$ cat src/rtl/dat_loader.sv
// dat_loader: bus initiator that programs one DAT task window on the MMU card,
// optionally reads it back, then activates the task and writes INIT0.
module dat_loader #(
    parameter int ENTRIES = 16,
    parameter bit VERIFY  = 1'b1
) (
    input  logic        e,
    input  logic        _reset,
    input  logic        start,
    input  logic [11:0] task_id,
    input  logic        mmu_en,
    input  logic        crm_en,
    input  logic [7:0]  src_data,
    input  logic        src_valid,
    output logic        src_ready,
    output logic [15:0] address_cpu,
    output logic        r_w_cpu,
    output logic [7:0]  data_wr,
    input  logic [7:0]  data_rd,
    output logic        busy,
    output logic        done,
    output logic        error,
    output logic [3:0]  fail_index
);
    localparam int IW = (ENTRIES > 1) ? $clog2(ENTRIES) : 1;
    localparam logic [IW-1:0] LAST = IW'(ENTRIES - 1);

    typedef enum logic [3:0] {
        IDLE, SEL_LO, SEL_HI, LD_WAIT, LD_WR, RD, ACT_LO, ACT_HI, INIT0, DONE
    } state_t;

    state_t        state;
    logic [IW-1:0] idx;
    logic [11:0]   task_q;
    logic          mmu_q;
    logic          crm_q;
    logic [7:0]    shadow [ENTRIES];

    function automatic logic [15:0] win_addr(input logic [IW-1:0] i);
        return {12'hFFA, 4'(i)};
    endfunction

    // Shadow copy of every loaded byte, used as the reference during read-back.
    always_ff @(posedge e) begin
        if (state == LD_WAIT && src_valid)
            shadow[idx] <= src_data;
    end

    // Outputs are set for the state being entered, so they describe the bus
    // activity of the coming e period.
    always_ff @(posedge e) begin
        if (!_reset) begin
            state       <= IDLE;
            address_cpu <= 16'h0000;
            r_w_cpu     <= 1'b1;
            data_wr     <= 8'h00;
            src_ready   <= 1'b0;
            busy        <= 1'b0;
            done        <= 1'b0;
            error       <= 1'b0;
            fail_index  <= 4'h0;
            idx         <= '0;
            task_q      <= 12'h000;
            mmu_q       <= 1'b0;
            crm_q       <= 1'b0;
        end else begin
            address_cpu <= 16'h0000;
            r_w_cpu     <= 1'b1;
            data_wr     <= 8'h00;
            src_ready   <= 1'b0;
            done        <= 1'b0;
            unique case (state)
                IDLE: if (start) begin
                    state       <= SEL_LO;
                    busy        <= 1'b1;
                    error       <= 1'b0;
                    fail_index  <= 4'h0;
                    idx         <= '0;
                    task_q      <= task_id;
                    mmu_q       <= mmu_en;
                    crm_q       <= crm_en;
                    address_cpu <= 16'hFF91;
                    r_w_cpu     <= 1'b0;
                    data_wr     <= {3'b100, task_id[4:0]};
                end
                SEL_LO: begin
                    state       <= SEL_HI;
                    address_cpu <= 16'hFF97;
                    r_w_cpu     <= 1'b0;
                    data_wr     <= {1'b0, task_q[11:5]};
                end
                SEL_HI: begin
                    state     <= LD_WAIT;
                    src_ready <= 1'b1;
                end
                LD_WAIT: if (src_valid) begin
                    state       <= LD_WR;
                    address_cpu <= win_addr(idx);
                    r_w_cpu     <= 1'b0;
                    data_wr     <= src_data;
                end else begin
                    src_ready <= 1'b1;
                end
                LD_WR: if (idx == LAST) begin
                    idx <= '0;
                    if (VERIFY) begin
                        state       <= RD;
                        address_cpu <= win_addr('0);
                    end else begin
                        state       <= ACT_LO;
                        address_cpu <= 16'hFF91;
                        r_w_cpu     <= 1'b0;
                        data_wr     <= {3'b000, task_q[4:0]};
                    end
                end else begin
                    idx       <= idx + IW'(1);
                    state     <= LD_WAIT;
                    src_ready <= 1'b1;
                end
                RD: if (data_rd != shadow[idx]) begin
                    error      <= 1'b1;
                    fail_index <= 4'(idx);
                    state      <= DONE;
                    done       <= 1'b1;
                    busy       <= 1'b0;
                end else if (idx == LAST) begin
                    state       <= ACT_LO;
                    address_cpu <= 16'hFF91;
                    r_w_cpu     <= 1'b0;
                    data_wr     <= {3'b000, task_q[4:0]};
                end else begin
                    idx         <= idx + IW'(1);
                    address_cpu <= win_addr(idx + IW'(1));
                end
                ACT_LO: begin
                    state       <= ACT_HI;
                    address_cpu <= 16'hFF97;
                    r_w_cpu     <= 1'b0;
                    data_wr     <= {1'b0, task_q[11:5]};
                end
                ACT_HI: begin
                    state       <= INIT0;
                    address_cpu <= 16'hFF90;
                    r_w_cpu     <= 1'b0;
                    data_wr     <= {1'b0, mmu_q, 2'b00, crm_q, 3'b000};
                end
                INIT0: begin
                    state <= DONE;
                    done  <= 1'b1;
                    busy  <= 1'b0;
                end
                DONE: state <= IDLE;
                default: state <= IDLE;
            endcase
        end
    end
endmodule

$ cat config.mk
export PLATFORM = sky130hd
export DESIGN_NAME = dat_loader
export DESIGN_NICKNAME = d
export VERILOG_FILES = /design/src/rtl/dat_loader.sv
export SDC_FILE = /design/constraint.sdc
export NUM_CORES = 1
export LEC_CHECK = 0
export ABC_CLOCK_PERIOD_IN_PS = 3380
export BUFFER_PORTS_ARGS = -buffer_cell sky130_fd_sc_hd__buf_2
export CORE_ASPECT_RATIO = 1.1
export CORE_MARGIN = 2
export CORE_UTILIZATION = 45
export CTS_CLUSTER_DIAMETER = 80
export CTS_CLUSTER_SIZE = 14
export DETAILED_ROUTE_END_ITERATION = 8
export GPL_TIMING_DRIVEN = 0
export PLACE_DENSITY = 0.68
export SYNTH_ARGS = -nofsm -noshare
export SYNTH_HDL_FRONTEND = slang
export SYNTH_SLANG_ARGS = --single-unit
$ cat constraint.sdc
create_clock -name e -period 3.38 [get_ports e]
set_input_delay 0.169 -clock e [delete_from_list [all_inputs] [get_ports e]]
set_output_delay 0.169 -clock e [all_outputs]
set_load 0.01 [all_outputs]
## Yosys cells after proc, flatten, opt, wreduce, memory -nomap -nowiden

Memory sizes are Yosys's and may differ from the RTL's. A register that Yosys moved wholly into a read port is not among the register bits.
Cells that the tools add are included.
W data, S select, Z words.

- Register bits after elaboration: 55
- Bits in latches: 0
- RAM bits: 128
- ROM bits: 0
- Memories kept: 1

- Add/subtract/negate cells: 1
- $mul: 0
- Divide/modulo/power cells: 0
- Magnitude comparators: 0
- Equal/unequal tests: 16
- Shift operators: 0
- Mux-type cells: 42
- Bitwise gates (word level): 0
- Reductions and logical operators: 12

Memories:

| memory | words | bits a word | read ports | clocked after memory_dff | wr ports | RTL line | RTL |
|---|---|---|---|---|---|---|---|
| shadow | 16 | 8 | 1 | 1 | 1 | 37 | `logic [7:0] shadow [ENTRIES];` |

Operators by type and width:

| kind | count |
|---|---|
| $pmux W16 S6 | 1 |
| $mux W16 | 4 |
| $mux W4 | 11 |
| $pmux W8 S5 | 1 |
| $pmux W4 S9 | 1 |
| $eq A4 B3 Y1 const B | 4 |
| $mux W8 | 2 |
| $pmux W4 S3 | 1 |
| $mux W1 | 11 |
| $mux W5 | 2 |
| $ne A2 B2 Y1 const B | 5 |
| $reduce_and A3 Y1 | 3 |
| $eq A4 B2 Y1 const B | 2 |
| $eq A4 B4 Y1 const B | 2 |
| $ne A8 B8 Y1 | 1 |
| $pmux W4 S2 | 1 |
| $mux W6 | 1 |
| $pmux W1 S3 | 2 |
| $reduce_bool A3 Y1 | 2 |
| $add A4 B1 Y4 const B | 1 |
| $eq A4 B1 Y1 const B | 1 |
| $logic_not A4 Y1 | 1 |
| $pmux W1 S2 | 2 |
| $pmux W1 S4 | 1 |
| 8 further kinds | 8 |

## Longest topological paths before layout

- Depth after elaboration: 6
- Depth in mapped cells: 12
- Gate-level depth less buffers: 8

## Worst setup path after synthesis

No wires, ideal clock.

- Kind: register -> register
- From: reg (tool-made name)
- To: reg (tool-made name)
- Setup time: 0.080 ns
- Arrival time: 2.532 ns
- Required time: 3.300 ns
- Setup slack: 0.768 ns
- Cell stages (with the launch flop): 12
- Buffers on the path: 3
- Cell sequence: dfxtp_1 buf_2 buf_1 mux4_2 a22o_1 a221oi_2 xor2_1 o2111a_2 a21oi_1 buf_2 nor2b_2 mux2i_1

==> run_summary.xml <==
<?xml version="1.0" encoding="UTF-8"?>
<metrics>
  <group name="outcome">
    <metric name="status" unit="">complete, no violations</metric>
  </group>
  <group name="setup_path">
    <metric name="cp.required" unit="ns">3.72</metric>
    <metric name="worstPathBufferInverterCount" unit="">3</metric>
    <metric name="path_max_fanout" unit="">10</metric>
    <metric name="worst_ep_arrival_time" unit="ns">3.55</metric>
    <metric name="kind_of_critical_path" unit="">register to register</metric>
    <metric name="reg2reg_setup_slack" unit="ns">0.17</metric>
    <metric name="gate_family_responsible_for_the_most_delay_along_the_worst_path" unit="">simple AND/OR/NAND/NOR gates</metric>
    <metric name="crit_path_top_delay_cell" unit="">sky130_fd_sc_hd__nor3_2</metric>
    <metric name="critPathMaxStageDelay" unit="ns">0.46</metric>
    <metric name="cp_cell_sequence" unit="">buf_4 &gt; buf_6 &gt; buf_2 &gt; mux4_2 &gt; mux2i_1 &gt; xor2_1 &gt; nand2_1 &gt; o22ai_2 &gt; nand4_4 &gt; nor3_2 &gt; o2bb2ai_1</metric>
    <metric name="critPathLaunchType" unit="">register</metric>
    <metric name="crit_path_end_kind" unit="">register</metric>
  </group>
  <group name="floorplan">
    <metric name="io-pin-count" unit="">67</metric>
    <metric name="fp.coreArea" unit="um2">16310</metric>
    <metric name="row_count" unit="">49</metric>
    <metric name="floorplan.die.width" unit="um">127.0</metric>
    <metric name="floorplan_die_area" unit="um2">17700</metric>
    <metric name="die_h" unit="um">139.3</metric>
    <metric name="initial_utilization" unit="%">45.94</metric>
  </group>
  <group name="cts">
    <metric name="h-tree-depth" unit="">4</metric>
    <metric name="cts_max_path_buffers" unit="">2</metric>
    <metric name="cts.reportedPaths.clkPinSlew" unit="ns">0.07</metric>
    <metric name="cts.repair_timing.setup_buffer_count" unit="">0</metric>
    <metric name="cts_tree" unit="">built</metric>
    <metric name="clock_insertion_delay_worst_skew" unit="ns">0.42</metric>
    <metric name="numClockSinks" unit="">178</metric>
    <metric name="ctsRootBufferMaster" unit="">sky130_fd_sc_hd__clkbuf_16</metric>
    <metric name="cts_inserted_buffers" unit="">17</metric>
  </group>
  <group name="place">
    <metric name="place.port_buffers" unit="">64</metric>
    <metric name="placed_cell_area" unit="um2">8068</metric>
    <metric name="gp_routability_congestion" unit="">0.9149</metric>
    <metric name="detailed_place_hpwl" unit="mm">11.83</metric>
    <metric name="pre_cts_slack" unit="ns">-0.01639</metric>
  </group>
  <group name="layout">
    <metric name="antennaDiodeCount" unit="">0</metric>
    <metric name="layout-drive-gt1-share" unit="%">21.00</metric>
    <metric name="layout_commonest_cell" unit="">sky130_fd_sc_hd__edfxtp_1</metric>
    <metric name="finalInstanceArea" unit="um2">8760</metric>
    <metric name="final_nets" unit="">682</metric>
    <metric name="layout-area-overhead-vs-synth" unit="%">16.92</metric>
    <metric name="most-common-layout-cells" unit="">128 x sky130_fd_sc_hd__edfxtp_1, 70 x sky130_fd_sc_hd__buf_2, 55 x sky130_fd_sc_hd__nand2_1</metric>
  </group>
  <group name="timing">
    <metric name="post-route-min-period" unit="ns">3.213</metric>
    <metric name="timing_hold_violations_final" unit="">0</metric>
    <metric name="finalMaxSlewViolations" unit="">0</metric>
    <metric name="fin_worst_skew" unit="ns">0.008635</metric>
    <metric name="worst_slew_margin_rel" unit="%">40.29</metric>
    <metric name="finalCritPeriodShare" unit="%">95.07</metric>
    <metric name="fmax" unit="GHz">0.3112</metric>
    <metric name="timing.hold.ws" unit="ns">0.01536</metric>
    <metric name="timing.final.ws_setup" unit="ns">0.1668</metric>
    <metric name="rsz0062_at_grt" unit="">no</metric>
    <metric name="setup_total_negative_slack" unit="ns">0</metric>
    <metric name="finalSetupViolCount" unit="">0</metric>
    <metric name="tightestPinTransition" unit="ns">0.8923</metric>
  </group>
  <group name="job">
    <metric name="maxCapViolations" unit="">0</metric>
  </group>
  <group name="yosys">
    <metric name="avgSynthCellArea" unit="um2">13.62</metric>
    <metric name="synth_cells" unit="">550</metric>
    <metric name="async_reset_ff_share" unit="%">0</metric>
    <metric name="synth.ff_latch_count" unit="">178</metric>
    <metric name="netlist_area" unit="um2">7492</metric>
    <metric name="synth_nets" unit="">588</metric>
    <metric name="count_of_warnings_emitted_by_yosys" unit="">0</metric>
    <metric name="synth_edf_count" unit="">128</metric>
    <metric name="yosys_most_used_dff" unit="">sky130_fd_sc_hd__edfxtp_1</metric>
    <metric name="post_synth_num_cell_types" unit="">61</metric>
    <metric name="sequential_to_total_area_share_from_yosys_stat" unit="%">64.66</metric>
  </group>
  <group name="power_and_ir_drop">
    <metric name="p_clk_share" unit="%">40.9</metric>
    <metric name="power_frac_comb" unit="%">6.8</metric>
    <metric name="p_seq_share" unit="%">52.3</metric>
    <metric name="cellLeakagePower" unit="nW">3.047</metric>
    <metric name="worst_ir_drop_vdd" unit="mV">0.3702</metric>
    <metric name="p_int" unit="mW">3.588</metric>
    <metric name="net-switching-power" unit="mW">0.9838</metric>
    <metric name="sw_frac_of_total" unit="%">21.52</metric>
    <metric name="powerDensity" unit="nW/um2">522.0</metric>
  </group>
  <group name="global_routing">
    <metric name="first_pass_grt_wire_length" unit="mm">27.03</metric>
    <metric name="number_of_antenna_violations_at_the_first_check_in_global_routing" unit="">0</metric>
    <metric name="pin_count_of_the_biggest_net_entering_global_routing" unit="">18</metric>
    <metric name="gr-usage-all-layers" unit="%">20.53</metric>
    <metric name="first_global_vias" unit="">4894</metric>
    <metric name="gr-total-overflow" unit="">0</metric>
  </group>
  <group name="drt">
    <metric name="drc" unit="">0</metric>
    <metric name="detailroute.via_count" unit="">4815</metric>
    <metric name="drt_iter0_drc" unit="">489</metric>
    <metric name="avgViaCountPerCell" unit="">5.592</metric>
    <metric name="detail_route.wirelength" unit="mm">17.26</metric>
    <metric name="route.antenna.remaining_nets" unit="">0</metric>
    <metric name="routed_wire_length_per_instance" unit="um">20.05</metric>
    <metric name="first_pass_iters" unit="">7</metric>
  </group>
  <group name="worst_hold_path">
    <metric name="min-delay-path-class" unit="">input port to register</metric>
  </group>
</metrics>
[power by group through the flow]
stage               clock [mW]  combinational (mW)  sequential, mW
finish                    1.87               0.309            2.39
global route              1.99               0.340            2.40
CTS                       1.90               0.306            2.39
detailed placement           0               0.293            2.44
global placement             0               0.288            2.44
floorplan                    0               0.164            2.45
[what timing repair did]
item,4_1_cts,5_1_grt
pin swaps,0,0
resized for setup,1,1
hold buffers,12,0
setup endpoints to repair,8,12
hold endpoints to repair,12,0
[final cells by class]
class,instances,area [um2]
Fill cell,1349,7548
Sequential cell,178,4845
Multi-Input combinational cell,329,2411
Clock buffer,24,493.0
Timing Repair Buffer,76,440.4
Tap cell,204,255.2
Buffer,36,217.7
Clock inverter,8,75.07
Inverter,6,22.52
[kinds of logic (layout without fill, tap and decap cells)]
group | Yosys count | after routing | share of synthesized area, %
DFF | 178 | 178 | 64.66
and+or+nand+nor | 150 | 150 | 10.20
AOI/OAI and AO/OA | 102 | 102 | 9.252
muxes | 57 | 57 | 10.15
buffers and inverters | 43 | 150 | 3.256
xor gates and xnor gates | 15 | 15 | 1.754
adders and majority gates | 4 | 4 | 0.6680
other | 1 | 1 | 0.05005
[worst paths after layout]
kind,startpoint,end,cells after the start
setup / recovery,register,data_wr[3],11
hold / removal,task_id[1],task_q[1],3
setup reg to reg,register,data_wr[3],11
hold reg to reg,task_q[11],task_q[11],2
[worst min-delay path, cell delays in order]
cell and delay [ns]:
sky130_fd_sc_hd__buf_2 0.11, sky130_fd_sc_hd__nand2_1 0.06, sky130_fd_sc_hd__a21oi_1 0.05
[cells in the mapped netlist (all sizes together), types with 9 or more instances]
cell    count  area (um2)
o21ai      10       50.05
buf        23       168.9
mux2i      40       400.4
and2       11       71.32
clkbuf     14       52.55
mux4       15       337.8
nand3       9       45.04
edfxtp    128        3844
nand2      55       206.5
and3       10       62.56
nor2       27       101.4
a22oi      12       90.09
dfxtp      50        1001
a21oi      38       190.2
[registers in the layout, indices dropped and copies added (netlist names), named ones only]
register,cells
address_cpu,7
busy,1
crm_q,1
data_wr,8
done,1
error,1
fail_index,4
idx,4
mmu_q,1
r_w_cpu,1
shadow,128
src_ready,1
state,4
task_q,12
[metal layers]
| layer | vias to the layer above | share of wire [%] | track usage, % | routed length [um] |
|---|---|---|---|---|
| li1 | 2251 | - | - | - |
| met5 | - | 0 | 0 | 0 |
| met2 | 220 | 49 | 33.70 | 8418 |
| met3 | 28 | 6.2 | 5.037 | 1069 |
| met1 | 2316 | 43 | 26.39 | 7397 |
| met4 | 0 | 2.2 | 7.981 | 375 |
[per-stage QoR]
stage               power, mW  std cells  utilization [%]
floorplan               2.609        550                -
global placement        2.725        818            49.47
detailed placement      2.732        818            49.47
CTS                     4.597        862            53.73
global route            4.722        861            53.71
finish                  4.572        861            53.71
(Power assumes the default switching activity.)
